**src/rtl/wishbone_uart_slave.sv**
```systemverilog
// Wishbone classic slave with a minimal UART-style register map, backed by
// TX/RX byte FIFOs with streaming ports and a registered level interrupt.
module wishbone_uart_slave #(
  parameter int ADDR_W     = 5,
  parameter int DATA_W     = 32,
  parameter int FIFO_DEPTH = 16
) (
  input  logic              clk,
  input  logic              rst,
  input  logic              wb_cyc_i,
  input  logic              wb_stb_i,
  input  logic              wb_we_i,
  input  logic [ADDR_W-1:0] wb_adr_i,
  input  logic [DATA_W-1:0] wb_dat_i,
  input  logic [3:0]        wb_sel_i,
  output logic [DATA_W-1:0] wb_dat_o,
  output logic              wb_ack_o,
  output logic [7:0]        tx_data_o,
  output logic              tx_valid_o,
  input  logic              tx_ready_i,
  input  logic [7:0]        rx_data_i,
  input  logic              rx_valid_i,
  output logic              rx_ready_o,
  output logic              interrupt
);

  localparam int PTR_W = $clog2(FIFO_DEPTH);
  localparam logic [ADDR_W-1:0] ADDR_DATA = ADDR_W'(0);
  localparam logic [ADDR_W-1:0] ADDR_IER  = ADDR_W'(1);
  localparam logic [ADDR_W-1:0] ADDR_IIR  = ADDR_W'(2);
  localparam logic [ADDR_W-1:0] ADDR_LSR  = ADDR_W'(5);
  localparam logic [PTR_W:0]    PTR_ONE   = (PTR_W+1)'(1);

  typedef enum logic {IDLE, ACK} state_t;

  state_t     state;
  logic [1:0] ier;
  logic       tx_ovr, rx_ovr;

  logic [7:0]   tx_mem [FIFO_DEPTH];
  logic [7:0]   rx_mem [FIFO_DEPTH];
  logic [PTR_W:0] tx_wr, tx_rd, rx_wr, rx_rd;

  logic tx_empty, tx_full, rx_empty, rx_full;
  logic access, wr_en, rd_en;
  logic tx_push_req, tx_push, tx_pop, tx_ovr_new;
  logic rx_pop, rx_push, rx_ovr_new, lsr_read;
  logic rx_irq, tx_irq;
  logic [7:0] read_byte, iir_val, lsr_val;
  logic unused_bits;

  assign unused_bits = ^{wb_dat_i[DATA_W-1:8], wb_sel_i[3:1]};

  // Full when the index bits match but the wrap bits differ.
  assign tx_empty = (tx_wr == tx_rd);
  assign tx_full  = (tx_wr[PTR_W] != tx_rd[PTR_W]) && (tx_wr[PTR_W-1:0] == tx_rd[PTR_W-1:0]);
  assign rx_empty = (rx_wr == rx_rd);
  assign rx_full  = (rx_wr[PTR_W] != rx_rd[PTR_W]) && (rx_wr[PTR_W-1:0] == rx_rd[PTR_W-1:0]);

  assign tx_data_o  = tx_mem[tx_rd[PTR_W-1:0]];
  assign tx_valid_o = !tx_empty;
  assign rx_ready_o = !rx_full;

  assign access   = (state == IDLE) && wb_cyc_i && wb_stb_i;
  assign wr_en    = access && wb_we_i && wb_sel_i[0];
  assign rd_en    = access && !wb_we_i;
  assign lsr_read = rd_en && (wb_adr_i == ADDR_LSR);

  // A pop on the same edge frees a slot, so a push into a full FIFO still lands.
  assign tx_pop      = tx_valid_o && tx_ready_i;
  assign tx_push_req = wr_en && (wb_adr_i == ADDR_DATA);
  assign tx_push     = tx_push_req && (!tx_full || tx_pop);
  assign tx_ovr_new  = tx_push_req && tx_full && !tx_pop;

  assign rx_pop     = rd_en && (wb_adr_i == ADDR_DATA) && !rx_empty;
  assign rx_push    = rx_valid_i && (!rx_full || rx_pop);
  assign rx_ovr_new = rx_valid_i && rx_full && !rx_pop;

  assign rx_irq  = ier[0] && !rx_empty;
  assign tx_irq  = ier[1] && tx_empty;
  assign iir_val = rx_irq ? 8'h04 : (tx_irq ? 8'h02 : 8'h01);
  assign lsr_val = {1'b0, tx_full, tx_empty, tx_ovr, 2'b00, rx_ovr, !rx_empty};

  always_comb begin
    read_byte = 8'h00;
    case (wb_adr_i)
      ADDR_DATA: read_byte = rx_empty ? 8'h00 : rx_mem[rx_rd[PTR_W-1:0]];
      ADDR_IER:  read_byte = {6'b0, ier};
      ADDR_IIR:  read_byte = iir_val;
      ADDR_LSR:  read_byte = lsr_val;
      default:   read_byte = 8'h00;
    endcase
  end

  always_ff @(posedge clk or posedge rst) begin
    if (rst) begin
      state    <= IDLE;
      wb_ack_o <= 1'b0;
      wb_dat_o <= '0;
    end else begin
      case (state)
        IDLE: begin
          if (access) begin
            wb_ack_o <= 1'b1;
            wb_dat_o <= wb_we_i ? '0 : DATA_W'(read_byte);
            state    <= ACK;
          end
        end
        ACK: begin
          wb_ack_o <= 1'b0;
          state    <= IDLE;
        end
        default: begin
          wb_ack_o <= 1'b0;
          state    <= IDLE;
        end
      endcase
    end
  end

  always_ff @(posedge clk) begin
    if (tx_push) tx_mem[tx_wr[PTR_W-1:0]] <= wb_dat_i[7:0];
    if (rx_push) rx_mem[rx_wr[PTR_W-1:0]] <= rx_data_i;
  end

  // A new overrun on the LSR read edge takes priority over the clear.
  always_ff @(posedge clk or posedge rst) begin
    if (rst) begin
      ier       <= 2'b00;
      tx_ovr    <= 1'b0;
      rx_ovr    <= 1'b0;
      tx_wr     <= '0;
      tx_rd     <= '0;
      rx_wr     <= '0;
      rx_rd     <= '0;
      interrupt <= 1'b0;
    end else begin
      if (wr_en && (wb_adr_i == ADDR_IER)) ier <= wb_dat_i[1:0];
      if (tx_push) tx_wr <= tx_wr + PTR_ONE;
      if (tx_pop)  tx_rd <= tx_rd + PTR_ONE;
      if (rx_push) rx_wr <= rx_wr + PTR_ONE;
      if (rx_pop)  rx_rd <= rx_rd + PTR_ONE;
      if (tx_ovr_new)    tx_ovr <= 1'b1;
      else if (lsr_read) tx_ovr <= 1'b0;
      if (rx_ovr_new)    rx_ovr <= 1'b1;
      else if (lsr_read) rx_ovr <= 1'b0;
      interrupt <= rx_irq || tx_irq;
    end
  end

endmodule

```
**config.mk**
```make
export PLATFORM = sky130hd
export DESIGN_NAME = wishbone_uart_slave
export DESIGN_NICKNAME = d
export VERILOG_FILES = /design/src/rtl/wishbone_uart_slave.sv
export SDC_FILE = /design/constraint.sdc
export NUM_CORES = 1
export LEC_CHECK = 0
export ABC_AREA = 1
export BUFFER_PORTS_ARGS = -buffer_cell sky130_fd_sc_hd__buf_2
export CORE_UTILIZATION = 50
export CTS_CLUSTER_SIZE = 8
export DETAILED_ROUTE_END_ITERATION = 10
export PLACE_DENSITY = 0.68
export SETUP_SLACK_MARGIN = 0.4
export SLEW_MARGIN = 10
export SYNTH_ARGS = -nofsm -noshare
export SYNTH_HDL_FRONTEND = slang
export SYNTH_SLANG_ARGS = --single-unit
```
**constraint.sdc**
```tcl
create_clock -name clk -period 6 [get_ports clk]
set_input_delay 0.9 -clock clk [delete_from_list [all_inputs] [get_ports clk]]
set_output_delay 0.9 -clock clk [all_outputs]
set_load 0.01 [all_outputs]
```
-- After elaboration in Yosys (flattened, before gate mapping)
Memories as Yosys holds them, arrays and structs flattened.
Index checks and enable logic that the tools add are counted.
- bits in writable memories: 256
- word-level logic and storage cells: 79
- memories kept: 2
- input bits: 56
- output and inout bits: 44
- register bits after elaboration: 59
- reductions and logical operators: 35
- $add $sub $neg: 4
- bitwise gates (word level): 1
- muxes and demuxes: 16
- eq/ne operators: 10
- memory list (memory ; words ; bits a word ; read ports ; clocked after memory_dff ; write ports ; line ; source):
    rx_mem ; 16 ; 8 ; 1 ; 0 ; 1 ; 41 ; logic [7:0] rx_mem [FIFO_DEPTH];
    tx_mem ; 16 ; 8 ; 1 ; 0 ; 1 ; 40 ; logic [7:0] tx_mem [FIFO_DEPTH];
- operator list (cell ; number):
    case mux 8 bit (4 select lines) ; 1
    logical AND 1 bit ; 21
    adder 5 x 1 -> 5 bit, second input constant ; 4
    two-way mux 8 bit ; 2
    == test 5 bit ; 2
    two-way mux 1 bit ; 9
    == test 4 bit ; 2
    zero test 1 bit ; 7
    == test 5 x 1 -> 1 bit, second input constant ; 1
    == test 5 x 2 -> 1 bit, second input constant ; 1
    == test 5 x 3 -> 1 bit, second input constant ; 1
    zero test 5 bit ; 1
    case mux 1 bit (2 select lines) ; 2
    nonzero test 2 bit ; 2
    logical OR 1 bit ; 3
    two-way mux 3 bit ; 1
    two-way mux 2 bit ; 1
    != test 1 bit ; 2
    != test 2 bit, second input constant ; 1
    AND reduction 2 bit ; 1
    inverter 1 bit ; 1

-- Longest topological paths before layout
- depth after elaboration: 10
- mapped depth: 15
- gate-level depth less buffers: 13

-- Worst setup path after synthesis
No wires, ideal clock.
- kind: in2reg
- from: input port wb_adr_i[3]
- to: memory rx_mem[12][0], enable pin
- arrival: 2.286 ns
- library setup time: 0.370 ns
- path buffers: 1
- data required time: 5.630 ns
- stages: 10
- setup slack: 3.344 ns
- cell sequence: nor2_1 nand2_1 nor3_1 nand2_1 inv_2 nand2_4 nand2_4 nand2_4 buf_4 nor2_1
- cells in the longest elaborated chain, start to end: 7
- ends and longest elaborated chain (element ; line ; source):
    from (decl) ; 13 ; input logic [ADDR_W-1:0] wb_adr_i,
    zero test 5 bit ; 75 ; assign rx_pop = rd_en && (wb_adr_i == ADDR_DATA) && !rx_empty;
    logical AND 1 bit (2 in a row) ; 75 ;
    logical OR 1 bit ; 76 ; assign rx_push = rx_valid_i && (!rx_full || rx_pop);
    logical AND 1 bit ; 76 ;
    two-way mux 1 bit ; 123 ; if (rx_push) rx_mem[rx_wr[PTR_W-1:0]] <= rx_data_i;
    two-way mux 1 bit (not written as such) ; 123 ;
    to (decl) ; 41 ;
Every way passes these cells.

-- Final worst setup path
- from: register tx_rd[0]
- to: output port tx_data_o[4]
- cells in the longest elaborated chain, start to end: 1
- ends and longest elaborated chain (element ; line ; source):
    from (decl) ; 42 ; logic [PTR_W:0] tx_wr, tx_rd, rx_wr, rx_rd;
    from (signal assigned) ; 140 ; if (tx_pop) tx_rd <= tx_rd + PTR_ONE;
    memory (16 x 8 bit) ; n/a ;
    to (decl) ; 18 ; output logic [7:0] tx_data_o,
Every way passes these cells.

==> impl_metrics.yaml <==
yosys:
  synthDistinctLibCells: 34
  syn_area_um2: 12510
  ys_ff_latch: 291
  synthCells: 1135
  ys_seq_area_frac: 0.6845
  synth_edf_count: 256
  async_reset_ff_frac: 0.1203
  synth_flop_cell: "edfxtp_1"
  synth_warnings: 0
  avgSynthCellArea_um2: 11.02
critical_path:
  required_ns: 5.10
  critical_path_peak_fanout: 23
  crit_start: "tx_rd[0]$_DFFE_PP0P_"
  cpMaxStageDelayCell: "clkinv_1"
  r2r_cells: 9
  r2r-end: "tx_mem[11][2]$_DFFE_PP_"
  endpoint_kind: "primary output"
  crit_type: "register to primary output"
  critPathTopFamily: "buffers and inverters"
  worstPathArrival_ns: 2.73
  cp-start-kind: "register"
  slowest_delay_ns: 0.53
  r2r_slack_ns: 2.66
  crit_chain: "clkinv_1, buf_4, o21ai_0, o22ai_1, o211ai_1, nand3_1, buf_2"
  crit_buf_inv: 3
  r2r_start: "tx_rd[0]$_DFFE_PP0P_"
clock_tree:
  hold_buffers: 0
  htreeDepth: 2
  clock_latency_ns: 0.53
  cts_root_buf: "clkbuf_16"
  ctsResizeCount: 0
  path_clk_slew_ns: 0.05
  post-cts-setup-buffer-count: 0
  clk_path_buf_depth: 3
  numCtsBuffers: 42
  tritoncts: "built"
  cts.sinks: 291
placed_design:
  place_congestion: 0.8180
  placedCellCount: 1464
  io_buffers: 48
  hpwlAfterDp_um: 16210
  pre_cts_ws_ns: 2.415
sta:
  tns_ns: 0
  finalMaxSlewViolations: 0
  min_period_ns: 3.632
  hold_violations: 0
  fin_skew_ns: 0.01671
  fin_ws_ns: 2.368
  relSlewSlack: 0.3615
  rsz0062_at_grt: "no"
  fmaxAchievable_ghz: 0.2753
  finalCritPeriodShare: 0.6053
  worstMarginPinSlew_ns: 0.9543
  setup_viol: 0
layout:
  final_common_cell: "edfxtp_1"
  final_cell_mix: "edfxtp_1, nand2_1, nor2_1"
  syn_to_final_growth_pct: 12.61
  fin_cells: 1526
  n_antenna_cell: 0
  drive_gt1_frac: 0.1090
  nets: 1250
  fillCellCount: 1976
global_route:
  grt_pass1_vias: 7807
  grt-ovfl-total: 0
  track_usage: 0.2188
  antenna_found_initial: 0
  grt_max_degree: 69
  grt_pass1_wl_um: 42970
power_and_ir_drop:
  ir_worst_vdd_mv: 0.5190
  finalPower_mw: 5.878
  pwr_density_cell_nw_per_um2: 417.2
  p_leak_nw: 5.390
die:
  rows: 57
  dieHeight_um: 160.2
  dieArea_um2: 25660
  floorplan.initialDensity: 0.5114
  die_w_um: 160.2
  pin_count: 100
  core_um2: 24460
min_path:
  hp-start: "state$_DFF_PP0_"
  whs_path_depth: 1
  hold-path-endpoint: "wb_ack_o$_DFFE_PP0P_"
  holdCritPathClass: "register to register"
drt:
  dr.pass1.iters: 5
  drc: 0
  via_count: 8091
  wire_per_inst_um: 18.00
  vias_per_cell: 5.302
  ant_nets: 0
  wl_um: 27470
  drt-initial-drc-count: 645
job:
  drv_cap: 0
outcome:
  run_status: "complete, no violations"
[metal layers]
layer  vias to the layer above  share of wire  track usage
li1                       3926              -            -
met1                      3833           0.42       0.2913
met5                         -              0            0
met4                         0          0.035      0.09264
met3                        68          0.055      0.03195
met2                       264           0.49       0.3599
[final cells by class]
class                   count  area, µm²  share of cell area
flip-flops and latches    291       8566              0.6080
repair buffers             56      300.3             0.02132
clock buffers              59       1136             0.08065
inverters                  70      265.3             0.01883
multi-input cells         723       3352              0.2379
clock inverters             3      62.56            0.004441
well taps                 324      405.4             0.02878
[Yosys cell counts, types with 9 or more instances]
| cell | number | area share |
|---|---|---|
| nand3_1 | 65 | 0.026 |
| buf_2 | 11 | 0.0044 |
| nand2_2 | 9 | 0.0045 |
| nor2_1 | 171 | 0.051 |
| o221ai_1 | 12 | 0.0084 |
| xor2_1 | 11 | 0.0077 |
| ha_1 | 10 | 0.010 |
| dfrtp_1 | 35 | 0.070 |
| o21ai_0 | 113 | 0.045 |
| buf_4 | 28 | 0.017 |
| edfxtp_1 | 256 | 0.61 |
| inv_1 | 60 | 0.018 |
| nand2_1 | 247 | 0.074 |
| clkbuf_1 | 31 | 0.0093 |
| o22ai_1 | 24 | 0.012 |
[worst reg2reg max path: cells and delay by family (launching register included)]
kind / cells / cell delay, ns
simple gates: 7 / 1.54
flops: 1 / 0.35
buf+inv: 1 / 0.52
compound gates: 1 / 0.55
[where the power goes]
part / switching, mW / total (mW) / leakage, nW / internal (mW)
clock network: 0.815 / 2.15 / 0.577 / 1.34
logic: 0.910 / 1.31 / 2.08 / 0.395
registers: 0.0925 / 2.42 / 2.73 / 2.33
[logic make-up after synthesis]
family                   after synthesis  synth area share
adder cells (fa/ha/maj)               10           0.01000
flip-flops                           291            0.6845
AND/OR/NAND/NOR                      507            0.1652
AO/OA/AOI/OAI                        166           0.07431
other                                  1         0.0002998
buffers and inverters                144           0.05441
XOR/XNOR                              16           0.01120
[registers in the layout, summed over array words and instances, names as in the netlist]
name and cells:
rx_mem 128, tx_mem 128, wb_dat_o 8, rx_rd 5, rx_wr 5, tx_rd 5, tx_wr 5, ier 2
interrupt 1, rx_ovr 1, state 1, tx_ovr 1, wb_ack_o 1
[through the flow]
step,hold slack [ns],area [µm²],utilization
floorplan,0.4040,12600,-
global placement,0.4159,12890,0.5269
detailed placement,0.4165,12890,0.5269
CTS,0.4248,14090,0.5759
global route,0.4527,14090,0.5759
finish,0.4227,14090,0.5759
[worst max-delay path by stage]
stage | endpoint | depth (start not counted)
global route | tx_data_o[4] | 7
floorplan | rx_mem[12][0]$_DFFE_PP_ | 10
global placement | tx_mem[11][6]$_DFFE_PP_ | 9
finish | tx_data_o[4] | 7
CTS | tx_data_o[4] | 7
detailed placement | tx_mem[11][5]$_DFFE_PP_ | 8
No activity file was read; power rests on OpenSTA's default activity.
